### src/rtl/apb_spi_arbiter.sv
// Two-requester APB arbiter in front of a single SPI flash bridge: round-robin
// ownership, one registered transfer at a time, optional ACCESS timeout.

`ifndef P_ADDR_W
`define P_ADDR_W 32
`endif
`ifndef P_DATA_W
`define P_DATA_W 32
`endif
`ifndef P_STRB_W
`define P_STRB_W 4
`endif

// Handshake: a requester is pending while mN_psel=1 (penable ignored). It is
// finished in the single cycle where its mN_pready=1; that cycle also carries
// mN_prdata/mN_pslverr. The bridge side is plain APB: s_psel+s_penable held
// until s_pready=1 (or the timeout cuts it short).
module apb_spi_arbiter #(
  parameter int TIMEOUT_CYCLES = 1023,
  parameter int CNT_W          = 10
) (
  input  logic                  clk,
  input  logic                  resetn,

  input  logic [`P_ADDR_W-1:0]  m0_paddr,
  input  logic                  m0_psel,
  input  logic                  m0_penable,
  input  logic [2:0]            m0_pprot,
  input  logic                  m0_pwrite,
  input  logic [`P_DATA_W-1:0]  m0_pwdata,
  input  logic [`P_STRB_W-1:0]  m0_pstrb,
  output logic                  m0_pready,
  output logic [`P_DATA_W-1:0]  m0_prdata,
  output logic                  m0_pslverr,

  input  logic [`P_ADDR_W-1:0]  m1_paddr,
  input  logic                  m1_psel,
  input  logic                  m1_penable,
  input  logic [2:0]            m1_pprot,
  input  logic                  m1_pwrite,
  input  logic [`P_DATA_W-1:0]  m1_pwdata,
  input  logic [`P_STRB_W-1:0]  m1_pstrb,
  output logic                  m1_pready,
  output logic [`P_DATA_W-1:0]  m1_prdata,
  output logic                  m1_pslverr,

  output logic [`P_ADDR_W-1:0]  s_paddr,
  output logic                  s_psel,
  output logic                  s_penable,
  output logic [2:0]            s_pprot,
  output logic                  s_pwrite,
  output logic [`P_DATA_W-1:0]  s_pwdata,
  output logic [`P_STRB_W-1:0]  s_pstrb,
  input  logic                  s_pready,
  input  logic [`P_DATA_W-1:0]  s_prdata,
  input  logic                  s_pslverr,

  output logic [1:0]            grant,
  output logic                  busy,
  output logic [1:0]            dbg_state
);

  typedef enum logic [1:0] {
    IDLE   = 2'b00,
    SETUP  = 2'b01,
    ACCESS = 2'b10
  } state_t;

  // TIMEOUT_CYCLES-1 must fit in CNT_W bits; the counter saturates at all-ones.
  localparam logic [CNT_W-1:0] CNT_MAX = '1;
  localparam logic [CNT_W-1:0] TO_LAST =
    (TIMEOUT_CYCLES == 0) ? CNT_W'(0) : CNT_W'(TIMEOUT_CYCLES - 1);
  localparam bit TO_EN = (TIMEOUT_CYCLES != 0);

  state_t state_q, state_d;

  logic                 owner_q;
  logic                 last_owner_q;
  logic                 pick;
  logic                 any_req;
  logic [CNT_W-1:0]     cnt_q;
  logic                 timeout_hit;
  logic                 owner_ready;
  logic                 owner_err;
  logic [`P_DATA_W-1:0] owner_rdata;

  logic [`P_ADDR_W-1:0] addr_q;
  logic [2:0]           prot_q;
  logic                 write_q;
  logic [`P_DATA_W-1:0] wdata_q;
  logic [`P_STRB_W-1:0] strb_q;

  assign any_req = m0_psel | m1_psel;

  // On a tie the requester that did not own the bus last time wins.
  always_comb begin
    pick = m1_psel;
    if (m0_psel && m1_psel) begin
      pick = ~last_owner_q;
    end
  end

  always_ff @(posedge clk or negedge resetn) begin
    if (!resetn) begin
      state_q <= IDLE;
    end else begin
      state_q <= state_d;
    end
  end

  always_comb begin
    state_d = state_q;
    case (state_q)
      IDLE:    if (any_req) state_d = SETUP;
      SETUP:   state_d = ACCESS;
      ACCESS:  if (owner_ready) state_d = IDLE;
      default: state_d = IDLE;
    endcase
  end

  always_ff @(posedge clk or negedge resetn) begin
    if (!resetn) begin
      owner_q      <= 1'b0;
      last_owner_q <= 1'b1;
      addr_q       <= '0;
      prot_q       <= '0;
      write_q      <= 1'b0;
      wdata_q      <= '0;
      strb_q       <= '0;
    end else if (state_q == IDLE && any_req) begin
      owner_q      <= pick;
      last_owner_q <= pick;
      addr_q       <= pick ? m1_paddr  : m0_paddr;
      prot_q       <= pick ? m1_pprot  : m0_pprot;
      write_q      <= pick ? m1_pwrite : m0_pwrite;
      wdata_q      <= pick ? m1_pwdata : m0_pwdata;
      strb_q       <= pick ? m1_pstrb  : m0_pstrb;
    end
  end

  // Counts ACCESS cycles without s_pready; cleared during SETUP.
  always_ff @(posedge clk or negedge resetn) begin
    if (!resetn) begin
      cnt_q <= '0;
    end else if (state_q == SETUP) begin
      cnt_q <= '0;
    end else if (state_q == ACCESS && !s_pready && cnt_q != CNT_MAX) begin
      cnt_q <= cnt_q + 1'b1;
    end
  end

  assign timeout_hit = TO_EN && (state_q == ACCESS) && (cnt_q == TO_LAST);

  // A real s_pready beats a coincident timeout.
  assign owner_ready = (state_q == ACCESS) && (s_pready || timeout_hit);
  assign owner_err   = s_pready ? s_pslverr : 1'b1;
  assign owner_rdata = s_pready ? s_prdata  : '0;

  assign m0_pready  = owner_ready && !owner_q;
  assign m1_pready  = owner_ready &&  owner_q;
  assign m0_prdata  = m0_pready ? owner_rdata : '0;
  assign m1_prdata  = m1_pready ? owner_rdata : '0;
  assign m0_pslverr = m0_pready && owner_err;
  assign m1_pslverr = m1_pready && owner_err;

  assign s_psel    = (state_q != IDLE);
  assign s_penable = (state_q == ACCESS);
  assign s_paddr   = addr_q;
  assign s_pprot   = prot_q;
  assign s_pwrite  = write_q;
  assign s_pwdata  = wdata_q;
  assign s_pstrb   = strb_q;

  assign grant     = (state_q == IDLE) ? 2'b00 : (owner_q ? 2'b10 : 2'b01);
  assign busy      = (state_q != IDLE);
  assign dbg_state = state_q;

endmodule

### config.mk
export PLATFORM = sky130hd
export DESIGN_NAME = apb_spi_arbiter
export DESIGN_NICKNAME = d
export VERILOG_FILES = /design/src/rtl/apb_spi_arbiter.sv
export SDC_FILE = /design/constraint.sdc
export NUM_CORES = 1
export LEC_CHECK = 0
export CAP_MARGIN = 20
export CORE_AREA = 3 3 127 129
export CTS_BUF_LIST = sky130_fd_sc_hd__clkbuf_4
export CTS_CLUSTER_SIZE = 28
export DETAILED_ROUTE_END_ITERATION = 10
export DIE_AREA = 0 0 130 132
export PLACE_DENSITY = 0.75
export RECOVER_POWER = 25
export SLEW_MARGIN = 20
export SYNTH_ARGS = -nofsm -noshare
export SYNTH_HDL_FRONTEND = slang
export SYNTH_SLANG_ARGS = --single-unit
### constraint.sdc
create_clock -name clk -period 2.4 [get_ports clk]
set_clock_uncertainty 0.05 [all_clocks]
set_input_delay 0.6 -clock clk [delete_from_list [all_inputs] [get_ports clk]]
set_output_delay 0.6 -clock clk [all_outputs]
set_load 0.01 [all_outputs]
-- Yosys cells after proc, flatten, opt, wreduce, memory -nomap -nowiden
Index checks and enable logic that the tools add are counted.
- memory bits (writable): 0
- ROM bits: 0
- flip-flop bits (word level): 86
- bits in latches: 0
- memories kept: 0
- output and inout port bits: 147
- logic and storage cells: 52
- input port bits: 184
- reduce and logical (&&, ||, !) cells: 17
- bitwise operators: 2
- magnitude comparators: 0
- shift operators: 0
- divide/modulo/power cells: 0
- $mul: 0
- add/subtract/negate cells: 1
- mux-type cells: 17
- equal/unequal tests: 6
- operators by type and width (kind ; number):
    $mux W32 ; 5
    $mux W10 ; 2
    $add A10 B1 Y10 const B ; 1
    $eq A10 B10 Y1 const B ; 1
    $logic_and A1 B1 Y1 ; 10
    $ne A10 B10 Y1 const B ; 1
    $mux W2 ; 4
    $pmux W2 S3 ; 1
    $mux W4 ; 1
    $reduce_bool A2 Y1 ; 2
    $mux W1 ; 3
    $mux W3 ; 1
    $eq A2 B1 Y1 const B ; 1
    $eq A2 B2 Y1 const B ; 1
    $logic_not A1 Y1 ; 2
    $logic_not A2 Y1 ; 1
    $ne A2 B1 Y1 const B ; 1
    $ne A2 B2 Y1 const B ; 1
    $reduce_and A2 Y1 ; 1
    $logic_or A1 B1 Y1 ; 1
    $not A1 Y1 ; 1
    $or A1 B1 Y1 ; 1

-- Depth between registers and ports, before layout
- depth after elaboration: 6
- depth in mapped cells: 6
- depth with buffers taken out: 5

-- Worst setup path before layout
No wires, ideal clock.
- path kind: input port to output port
- start: in s_pready
- end: out m1_prdata[10]
- buffers on the path: 2
- required time: 1.750 ns
- stages: 4
- data arrival time: 1.449 ns
- path slack: 0.301 ns
- path through: clkbuf_1 and3_1 clkbuf_1 and2_1
- word-level cells in the longest chain between the ends: 4
- elaborated cells on any way between the ends: 5
- classes of those cells: mux (2); reduce/logical (3)
- RTL lines (item ; RTL line ; text):
    from (decl) ; 54 ; input logic s_pready,
    $logic_or A1 B1 Y1 ; 155 ; assign owner_ready = (state_q == ACCESS) && (s_pready || timeout_hit);
    $logic_and A1 B1 Y1 ; 155 ;
    $logic_and A1 B1 Y1 ; 160 ; assign m1_pready = owner_ready && owner_q;
    $mux W32 * ; 162 ; assign m1_prdata = m1_pready ? owner_rdata : '0;
    to (decl) ; 44 ; output logic [`P_DATA_W-1:0] m1_prdata,
Mark *: on every way between the ends. The rest lies on a longest branch, timed or not.

-- Final worst setup path
- start: reg state_q[0] (netlist: dbg_state[0])
- end: out m1_prdata[27]
- word-level cells in the longest chain between the ends: 6
- RTL lines (item ; RTL line ; text):
    from (decl) ; 75 ; state_t state_q, state_d;
    from (signal assigned) ; 107 ; state_q <= state_d;
    $eq A2 B2 Y1 * ; 152, 155 ;
    $logic_and A1 B1 Y1 ; 152 ; assign timeout_hit = TO_EN && (state_q == ACCESS) && (cnt_q == TO_LAST);
    $logic_or A1 B1 Y1 ; 155 ;
    $logic_and A1 B1 Y1 * ; 155 ;
    $logic_and A1 B1 Y1 * ; 160 ;
    $mux W32 * ; 162 ;
Marked as above.

==> impl_metrics.ini <==
[synth]
synth-edff-count = 0
netlist.area_leader.share = 0.473
synth_cell_types = 34
yosysSeqAreaShare = 0.479
synth_top_area_cell = dfrtp_1
ys_ff_latch = 86
syn_nets = 659
synthArstFlopShare = 1.00
ys_warn_count = 0
synth_most_common_cell = dfrtp_1
synthesis.area_um2 = 4500
synth_common_cells = dfrtp_1, nor2_1, mux2i_1, a21oi_1
synth-main-ff-cell = dfrtp_1
synth.top_cells.by_area = dfrtp_1, mux2i_1, a21oi_1
syn_inst = 473
avgSynthCellArea_um2 = 9.51

[critical_path]
reg2reg_from = dbg_state[0]
required_ns = 1.75
setup.worst_path.end = m1_prdata[27]
path_cells = or2b_1 -> inv_2 -> and3_4 -> buf_6 -> buf_16 -> buf_6 -> and2_4 -> buf_6
timing.rr.end = cnt_q[9]
crit_family = simple AND/OR/NAND/NOR gates
critical-path-max-stage-delay_ns = 0.39
cpMostUsedCell = buf_6
path_buf_inv = 5
cp-start-kind = register
crit_start = dbg_state[0]
path_depth = 8
reg2reg_slack_ns = 0.43
cp_data_arrival_time_ns = 1.94
critPathKind = register to output port
critPathSlowestCell = dfrtp_1
reg2reg_depth = 5
end_kind = output port
cp_max_fo = 7

[place]
port_buffers = 328
hpwl_um = 12200
pre_cts_ws_ns = -0.484
place_congestion = 0.807
placed_cell_area_um2 = 8120

[power_and_ir_drop]
p_switching_w = 0.00285
p_int_w = 0.00475
worst_ir_drop_vdd_v = 0.000435
seq_power_share = 0.323
p_per_area_nw_per_um2 = 896
leakage_nw = 3.82
combPwrFrac = 0.572
p_clk_frac = 0.105
finalPower_w = 0.00760
sw_frac_of_total = 0.375

[flow_run]
maxCapViolCount = 1

[final_layout]
utilization = 0.560
area_delta_synth_final_pct = 88.5
multi_input_area_um2 = 2310
seq_area_um2 = 2150
layout.nets = 1000
fillers = 1365
drive_above_1_share = 0.203
postLayoutCellArea_um2 = 8480

[cts]
cts_made_buffers = 9
cts_hold_buf = 0
cts_sinks = 86
path_clk_slew_ns = 0.13
clock_latency_ns = 0.43
cts_tree = built
ctsRootBufferMaster = clkbuf_4
clk_path_buf_depth = 2
htreeDepth = 3

[timing]
slew_viol_final = 35
timing.final.crit_share = 1.08
fmax_ghz = 0.385
setup_viol = 32
slew_headroom = -0.236
layout_setup_ws_ns = -0.194
hold_viol = 0
worst_pin_slew_ns = 1.85
period_minus_slack_ns = 2.59
rsz0062_at_grt = yes

[global_route]
grt_overflow = 0
grt.total_usage = 0.180
grt_pass1_wl_um = 23900
grt_pass1_vias = 4590
antenna_found_initial = 2
grt_max_degree = 63

[worst_hold_path]
hold_class = register to register

[floorplan]
die-area_um2 = 17200
rows = 45
initial_core_util = 0.297
die_h_um = 132
pin_count = 331
coreArea_um2 = 15100
fp.dieW_um = 130

[drt]
vias = 4727
wl_per_cell_um = 16.3
drt-initial-drc-count = 135
ant_nets = 0
firstDrtPassIters = 4
wl_um = 16500
vias_per_cell = 4.69
drc = 0

[status]
violations = max-capacitance violations, max-slew violations, negative setup slack
outcome = complete, but fails checks
-- flip-flops by register name, summed over array words and instances, names as in the netlist --
register,count
s_pwrite,1
s_pwdata,32
cnt_q,10
s_pprot,3
last_owner_q,1
owner_q,1
s_paddr,32
dbg_state,2
s_pstrb,4
-- area by class of cell --
type / count / area share
Clock inverter: 5 / 0.00605
Timing Repair Buffer: 365 / 0.428
Multi-Input combinational cell: 347 / 0.273
Inverter: 5 / 0.00221
Tap cell: 188 / 0.0277
Clock buffer: 10 / 0.00885
Sequential cell: 86 / 0.254
Antenna cell: 2 / 0.000590
-- stage by stage --
stage,hold slack (ns),setup TNS (ns),cells
floorplan,0.254,0,473
global placement,0.454,-26.65,973
detailed placement,0.465,-27.14,973
CTS,0.00120,-7.61,1006
global route,0.504,-10.08,1008
finish,0.487,-3.97,1008
-- worst reg2reg max path, delay by kind of cell (launching register included) --
family	cells	cell delay (ns)
AND/OR/NAND/NOR	2	0.78
AO/OA/AOI/OAI	2	0.54
flip-flops	1	0.39
buffers and inverters	1	0.16
-- what timing repair did --
item,CTS,global route
setup endpoints to repair,73,68
pin swaps,22,11
resized for setup,305,61
setup buffers,14,3
cloned,4,0
-- routing by layer --
| layer | global-route usage | vias to the layer above | wire [um] |
|---|---|---|---|
| met5 | 0 | - | 0 |
| met4 | 0.0676 | 0 | 361 |
| met3 | 0.0567 | 19 | 1460 |
| met2 | 0.339 | 213 | 8700 |
| met1 | 0.181 | 2175 | 5930 |
| li1 | - | 2320 | - |
-- how the worst min path moves through the flow --
| stage | cells past startpoint | slack [ns] | endpoint | startpoint |
|---|---|---|---|---|
| after floorplan | 0 | 0.25 | cnt_q[0] | resetn |
| after global placement | 2 | 0.45 | s_paddr[19] | s_paddr[19] |
| after detailed placement | 2 | 0.47 | s_paddr[9] | s_paddr[9] |
| after CTS | 1 | 0.001 | s_paddr[1] | resetn |
| after global routing | 2 | 0.50 | s_paddr[30] | s_paddr[30] |
| final | 2 | 0.49 | s_paddr[8] | s_paddr[8] |
-- kinds of logic (layout without fill, tap and decap cells) --
family	count (synthesis)	in the layout	share of synthesized area
and+or+nand+nor	177	177	0.197
adders and majority gates	2	2	0.00556
muxes	78	78	0.174
AOI/OAI and AO/OA	88	88	0.103
xor gates and xnor gates	2	2	0.00390
other	0	2	0
DFF	86	86	0.479
buffers and inverters	40	385	0.0384
-- power by group through the flow --
| stage | Clock [W] | Sequential (W) | Combinational [W] |
|---|---|---|---|
| 2_1_floorplan | 0 | 0.00276 | 0.00155 |
| 3_3_place_gp | 0 | 0.00246 | 0.00426 |
| 3_5_place_dp | 0 | 0.00248 | 0.00431 |
| 4_1_cts | 0.000844 | 0.00246 | 0.00438 |
| 5_1_grt | 0.000900 | 0.00255 | 0.00471 |
| 6_report | 0.000796 | 0.00245 | 0.00435 |
-- cells in the final DEF, fill, tap and decap left out, types with 4 or more instances in the layout --
cell	Yosys	layout
inv_1	5	4
dlygate4sd2_1	0	4
nand2_1	11	10
mux2i_1	78	78
buf_6	0	43
buf_4	1	15
dfrtp_1	85	84
a21oi_1	77	77
buf_12	0	10
and2_1	33	4
clkbuf_4	0	10
nor2_1	80	76
nand4_1	4	4
clkdlybuf4s50_1	0	254
and3_1	33	32
and2_4	0	29
buf_2	15	34
Power figures use the tool's default switching activity.
